## src/rtl/hex_display_driver.sv

```systemverilog
// -----------------------------------------------------------------------------
// hex_display_driver
//
// Multi-digit 7-segment display driver. A value is captured on a load strobe
// and shown either as hex nibbles or, in decimal mode, as BCD digits produced
// by a sequential double-dabble converter (one bit per clock). Every digit is
// driven in parallel, with leading-zero blanking, forced blanking, blinking and
// an overflow dash indication. The seg output is fully registered.
//
// Ports:
//   clk         system clock, rising edge
//   rst_n       asynchronous active-low reset
//   load        single-cycle strobe; accepted only while busy is low
//   value       binary value to display (4*N_DIGITS bits)
//   dec_mode    1 = decimal (BCD conversion), 0 = hex; sampled on accepted load
//   lz_blank    leading-zero blanking enable (live)
//   blank_mask  per-digit forced blank (live), bit i = digit i
//   blink_mask  per-digit blink enable (live)
//   busy        decimal conversion in progress
//   overflow    last decimal value did not fit in N_DIGITS digits
//   seg         segment codes, seg[7i+6:7i] = digit i, bit order g..a
// -----------------------------------------------------------------------------
module hex_display_driver #(
    parameter int N_DIGITS   = 6,
    parameter int BLINK_DIV  = 25000000,
    parameter bit ACTIVE_LOW = 1'b1
) (
    input  logic                    clk,
    input  logic                    rst_n,
    input  logic                    load,
    input  logic [4*N_DIGITS-1:0]   value,
    input  logic                    dec_mode,
    input  logic                    lz_blank,
    input  logic [N_DIGITS-1:0]     blank_mask,
    input  logic [N_DIGITS-1:0]     blink_mask,
    output logic                    busy,
    output logic                    overflow,
    output logic [7*N_DIGITS-1:0]   seg
);

    localparam int W  = 4 * N_DIGITS;
    localparam int CW = $clog2(W + 1);
    localparam int BW = (BLINK_DIV > 1) ? $clog2(BLINK_DIV) : 1;

    localparam logic [7*N_DIGITS-1:0] SEG_OFF = {(7*N_DIGITS){ACTIVE_LOW}};

    // S_CAP holds a freshly captured value for one cycle: hex values are
    // written to the digit registers from there, decimal values start shifting.
    typedef enum logic [1:0] {
        S_IDLE,
        S_CAP,
        S_CONV
    } state_t;

    state_t                 state_q, state_d;
    logic                   mode_q, mode_d;
    logic [W-1:0]           bin_q, bin_d;
    logic [W-1:0]           bcd_q, bcd_d;
    logic                   ovf_acc_q, ovf_acc_d;
    logic [CW-1:0]          cnt_q, cnt_d;
    logic                   busy_q, busy_d;
    logic                   overflow_q, overflow_d;
    logic [W-1:0]           digit_q, digit_d;
    logic [BW-1:0]          blink_cnt_q, blink_cnt_d;
    logic                   phase_q, phase_d;
    logic [7*N_DIGITS-1:0]  seg_q, seg_d;

    logic                   accept;
    logic [W-1:0]           bcd_adj;
    logic                   step_carry;
    logic [W-1:0]           step_bcd;
    logic [W-1:0]           step_bin;

    logic                   zero_run;
    logic [3:0]             nib;
    logic [6:0]             glyph;

    function automatic logic [6:0] hex_glyph(input logic [3:0] n);
        case (n)
            4'h0:    hex_glyph = 7'h3F;
            4'h1:    hex_glyph = 7'h06;
            4'h2:    hex_glyph = 7'h5B;
            4'h3:    hex_glyph = 7'h4F;
            4'h4:    hex_glyph = 7'h66;
            4'h5:    hex_glyph = 7'h6D;
            4'h6:    hex_glyph = 7'h7D;
            4'h7:    hex_glyph = 7'h07;
            4'h8:    hex_glyph = 7'h7F;
            4'h9:    hex_glyph = 7'h6F;
            4'hA:    hex_glyph = 7'h77;
            4'hB:    hex_glyph = 7'h7C;
            4'hC:    hex_glyph = 7'h39;
            4'hD:    hex_glyph = 7'h5E;
            4'hE:    hex_glyph = 7'h79;
            4'hF:    hex_glyph = 7'h71;
            default: hex_glyph = 7'h00;
        endcase
    endfunction

    // One double-dabble step: add 3 to every BCD digit >= 5, then shift the
    // combined {bcd, bin} register left by one. A bit leaving the top BCD
    // digit means the value needs more than N_DIGITS decimal digits.
    always_comb begin
        bcd_adj = '0;
        for (int i = 0; i < N_DIGITS; i++) begin
            bcd_adj[4*i +: 4] = (bcd_q[4*i +: 4] >= 4'd5) ? bcd_q[4*i +: 4] + 4'd3
                                                          : bcd_q[4*i +: 4];
        end
        step_carry = bcd_adj[W-1];
        step_bcd   = {bcd_adj[W-2:0], bin_q[W-1]};
        step_bin   = {bin_q[W-2:0], 1'b0};
    end

    // Load / conversion control.
    always_comb begin
        // NOTE: every signal gets a default first so no path leaves it
        // unassigned; that is what keeps this block free of latches.
        state_d    = state_q;
        mode_d     = mode_q;
        bin_d      = bin_q;
        bcd_d      = bcd_q;
        ovf_acc_d  = ovf_acc_q;
        cnt_d      = cnt_q;
        busy_d     = busy_q;
        overflow_d = overflow_q;
        digit_d    = digit_q;
        accept     = load && !busy_q;

        unique case (state_q)
            S_CAP: begin
                if (mode_q) begin
                    // First of W shift steps; busy rises with it.
                    bin_d     = step_bin;
                    bcd_d     = step_bcd;
                    ovf_acc_d = ovf_acc_q | step_carry;
                    cnt_d     = cnt_q + CW'(1);
                    busy_d    = 1'b1;
                    state_d   = S_CONV;
                end else begin
                    digit_d    = bin_q;
                    overflow_d = 1'b0;
                    state_d    = S_IDLE;
                end
            end
            S_CONV: begin
                if (cnt_q == CW'(W)) begin
                    digit_d    = bcd_q;
                    overflow_d = ovf_acc_q;
                    busy_d     = 1'b0;
                    state_d    = S_IDLE;
                end else begin
                    bin_d     = step_bin;
                    bcd_d     = step_bcd;
                    ovf_acc_d = ovf_acc_q | step_carry;
                    cnt_d     = cnt_q + CW'(1);
                end
            end
            default: ;
        endcase

        // A load in the capture cycle (busy still low) supersedes a pending
        // decimal start; there is no queueing.
        if (accept) begin
            bin_d     = value;
            bcd_d     = '0;
            ovf_acc_d = 1'b0;
            cnt_d     = '0;
            mode_d    = dec_mode;
            busy_d    = 1'b0;
            state_d   = S_CAP;
        end
    end

    // Free-running blink timebase, shared by all digits. phase 1 = hidden.
    always_comb begin
        if (blink_cnt_q == BW'(BLINK_DIV - 1)) begin
            blink_cnt_d = '0;
            phase_d     = ~phase_q;
        end else begin
            blink_cnt_d = blink_cnt_q + BW'(1);
            phase_d     = phase_q;
        end
    end

    // Per-digit glyph selection. Digits are walked from the most significant
    // down so zero_run tells whether this digit and all above it are zero.
    always_comb begin
        seg_d    = '0;
        zero_run = 1'b1;
        nib      = '0;
        glyph    = '0;
        for (int i = N_DIGITS - 1; i >= 0; i--) begin
            nib      = digit_q[4*i +: 4];
            zero_run = zero_run & (nib == 4'd0);
            if (blank_mask[i]) begin
                glyph = 7'h00;
            end else if (blink_mask[i] && phase_q) begin
                glyph = 7'h00;
            end else if (overflow_q) begin
                glyph = 7'h40;
            end else if (lz_blank && zero_run && (i > 0)) begin
                glyph = 7'h00;
            end else begin
                glyph = hex_glyph(nib);
            end
            seg_d[7*i +: 7] = ACTIVE_LOW ? ~glyph : glyph;
        end
    end

    // NOTE: state registers use non-blocking assignments so every flop samples
    // the pre-edge value of every other flop, independent of statement order.
    always_ff @(posedge clk or negedge rst_n) begin
        if (!rst_n) begin
            state_q     <= S_IDLE;
            mode_q      <= 1'b0;
            bin_q       <= '0;
            bcd_q       <= '0;
            ovf_acc_q   <= 1'b0;
            cnt_q       <= '0;
            busy_q      <= 1'b0;
            overflow_q  <= 1'b0;
            digit_q     <= '0;
            blink_cnt_q <= '0;
            phase_q     <= 1'b0;
            seg_q       <= SEG_OFF;
        end else begin
            state_q     <= state_d;
            mode_q      <= mode_d;
            bin_q       <= bin_d;
            bcd_q       <= bcd_d;
            ovf_acc_q   <= ovf_acc_d;
            cnt_q       <= cnt_d;
            busy_q      <= busy_d;
            overflow_q  <= overflow_d;
            digit_q     <= digit_d;
            blink_cnt_q <= blink_cnt_d;
            phase_q     <= phase_d;
            seg_q       <= seg_d;
        end
    end

    assign busy     = busy_q;
    assign overflow = overflow_q;
    assign seg      = seg_q;

endmodule

```

## config.mk

```make
export PLATFORM = sky130hd
export DESIGN_NAME = hex_display_driver
export DESIGN_NICKNAME = d
export VERILOG_FILES = /design/src/rtl/hex_display_driver.sv
export SDC_FILE = /design/constraint.sdc
export NUM_CORES = 1
export LEC_CHECK = 0
export ABC_AREA = 0
export CORE_MARGIN = 4
export CORE_UTILIZATION = 45
export DETAILED_ROUTE_END_ITERATION = 7
export PLACE_DENSITY = 0.78
export SYNTH_ARGS = -nofsm -noshare
export SYNTH_HDL_FRONTEND = slang
export SYNTH_SLANG_ARGS = --single-unit
```

## constraint.sdc

```tcl
create_clock -name clk -period 4 [get_ports clk]
set_input_delay 0.8 -clock clk [delete_from_list [all_inputs] [get_ports clk]]
set_output_delay 0.8 -clock clk [all_outputs]
set_load 0.02 [all_outputs]
```

==> out/results.txt <==
ys async rst share: 100%
CP max stage delay: 0.72 ns
cts repair resizes: 0
CP Cell Sequence: clkdlybuf4s50_1
hpwl dp: 11700 um
CP arrival: 1.86 ns
Max-Cap Viols: 0
Post-Route WL: 16600 um
Starting Density: 46.4%
Hold Fails Final Rpt: 0
Critical Path Source Type: flop
post-synthesis net count: 915
CP Buf/Inv Count: 1
first-pass GRT wire length: 28300 um
crit path max fanout: 14
power per cell area: 777 nW/um^2
Clock Latency Late Sink: 0.43 ns
CTS tree: done
clock tree buffer depth: 2
H-tree depth: 4
slowest CP cell: clkdlybuf4s50_1
Worst IR Drop VDD: 370 uV
share of layout cells above drive strength 1: 11.2%
Final Util: 55.7%
CP top delay family: buffers and inverters
All-Layer GR Usage: 17.0%
initial DRC count: 267
Worst slew margin: 33.7%
f_max: 377 MHz
CTS Buf Count: 17
Via density: 5.34
final-report setup violation count: 0
Syn-to-layout area delta: 20.1%
R2R cell count: 6
setup ws final: 1.34 ns
RSZ-0062 raised after global routing: no
Reg-to-Reg End: bin_q[18]
status: completed
Setup Total Neg Slack: 0 ns
Hold WC Path Type: primary input to asynchronous set/reset pin
pre-CTS WS: 1.42 ns
syn_area_per_cell: 9.87 um^2
# clock sinks: 151
FF-to-FF Start: state_q[1]
sequential share of the synthesized area: 47.1%
Synth Cell Area: 8140 um^2
die height: 142 um
Final ANT Viol Nets: 0
Post-synth EDFFs: 0
vias in the first global route: 5986
Critical Path Sink Type: output port
DR pass1 iterations: 5
final critical-path required period: 2.66 ns
Clock Skews: 0.00837 ns
CTS Root Cell: clkbuf_16
Final Power: 7.59 mW
Worst-Margin Slew: 0.989 ns
total grt overflow: 0
Cell variety after synth: 44
max-slew violation count: 0
Yosys reg bits: 151
ys flop type: dfrtp_1
setup bufs post-CTS: 0
core area: 17500 um^2
gpl congestion: 0.846
Synth Warn #: 0
Buffers on Ports: 84
largest net degree at the start of global routing: 86
DRC Markers: 0
Setup Crit Path Kind: flop to output port
area of the die: 20300 um^2
row cnt: 48
I/O pins: 85
Clock transition at path regs: 0.06 ns
R2R setup slack: 1.50 ns
initial antenna violation count: 0
total number of vias: 6053
leakage power: 4.18 nW
antenna cells: 0
Final period util: 66.4%
hold-fix buffer count after cts: 0
Req. time, crit path: 3.20 ns
Post-layout nets: 986
Die X: 142 um
Mapped Cells: 824
DR WL/cell: 14.7 um
per-stage QoR:
stage	instance area (um^2)	instances	hold WS, ns
6_report	9770	1133	0.417
5_1_grt	9770	1133	0.494
4_1_cts	9770	1133	0.451
3_5_place_dp	9190	1101	0.477
3_3_place_gp	9190	1101	0.466
2_1_floorplan	8140	824	0.447
layout by cell type (no fill, tap or decap), drive strengths merged, types with 19 or more instances in the layout:
master and n:
a21oi 36, clkbuf 19, clkdlybuf4s50 83, dfrtp 109
dfstp 42, ha 50, inv 41, mux2i 55
nand2 116, nand3 19, nor2 46, o21ai 78
cell families (layout without fill, tap and decap cells):
kind of cell,after synthesis,count (layout),synth area share [%]
AND/OR/NAND/NOR,268,268,16.3
AO/OA/AOI/OAI,179,179,13.5
multiplexers,61,61,7.73
buffers and inverters,81,165,3.98
flip-flops,151,151,47.1
XOR/XNOR,34,34,3.66
adder cells (fa/ha/maj),50,50,7.69
layer usage:
layer | up-vias | share of wire (%) | GRT usage [%]
met5 | - | 0 | 0
met4 | 0 | 1.9 | 6.20
met3 | 23 | 4.4 | 3.73
met2 | 98 | 45 | 26.4
met1 | 2916 | 48 | 23.5
li1 | 3016 | - | -
worst max path at each step:
stage	start	to	slack (ns)	cells past startpoint
after CTS	overflow	overflow	1.34	1
after global placement	lz_blank	seg[28]	1.47	5
after floorplan	lz_blank	seg[7]	2.10	5
after global routing	overflow	overflow	1.28	1
final	overflow	overflow	1.34	1
after detailed placement	lz_blank	seg[33]	1.42	5
area by class of cell:
type,count,area (um^2)
fillers,1510,7760
multi-input cells,592,4020
flip-flops and latches,151,3830
repair buffers,92,902
clock buffers,19,453
well taps,225,282
inverters,41,154
clock inverters,13,130
power by group:
group          internal [mW]  switching [mW]  leakage (nW)  total (mW)
logic                   1.47            1.73          2.05        3.20
registers               2.21           0.620          1.85        2.83
clock network          0.944           0.615         0.284        1.56
total                   4.63            2.96          4.18        7.59
synthesized netlist by cell type, types with 10 or more instances:
cell type / n / area, um^2
nor2_1: 46 / 173
a211oi_1: 16 / 120
xor2_1: 17 / 149
o21ai_0: 78 / 390
a21oi_1: 35 / 175
ha_1: 50 / 626
nor3b_1: 10 / 75.1
dfrtp_1: 109 / 2730
dfstp_2: 42 / 1100
mux2i_1: 55 / 551
o311ai_0: 17 / 149
nand2_1: 116 / 435
nand2b_1: 14 / 87.6
nand3_1: 19 / 95.1
o211ai_1: 15 / 113
xnor2_1: 17 / 149
inv_1: 41 / 154
clkbuf_1: 30 / 113
state kept, by name (all words and copies together) (netlist names), 2 cells and up:
| register | cells |
|---|---|
| cnt_q | 5 |
| bcd_q | 24 |
| state_q | 2 |
| digit_q | 24 |
| bin_q | 24 |
| seg | 42 |
| blink_cnt_q | 25 |
Power figures use the tool's default switching activity.
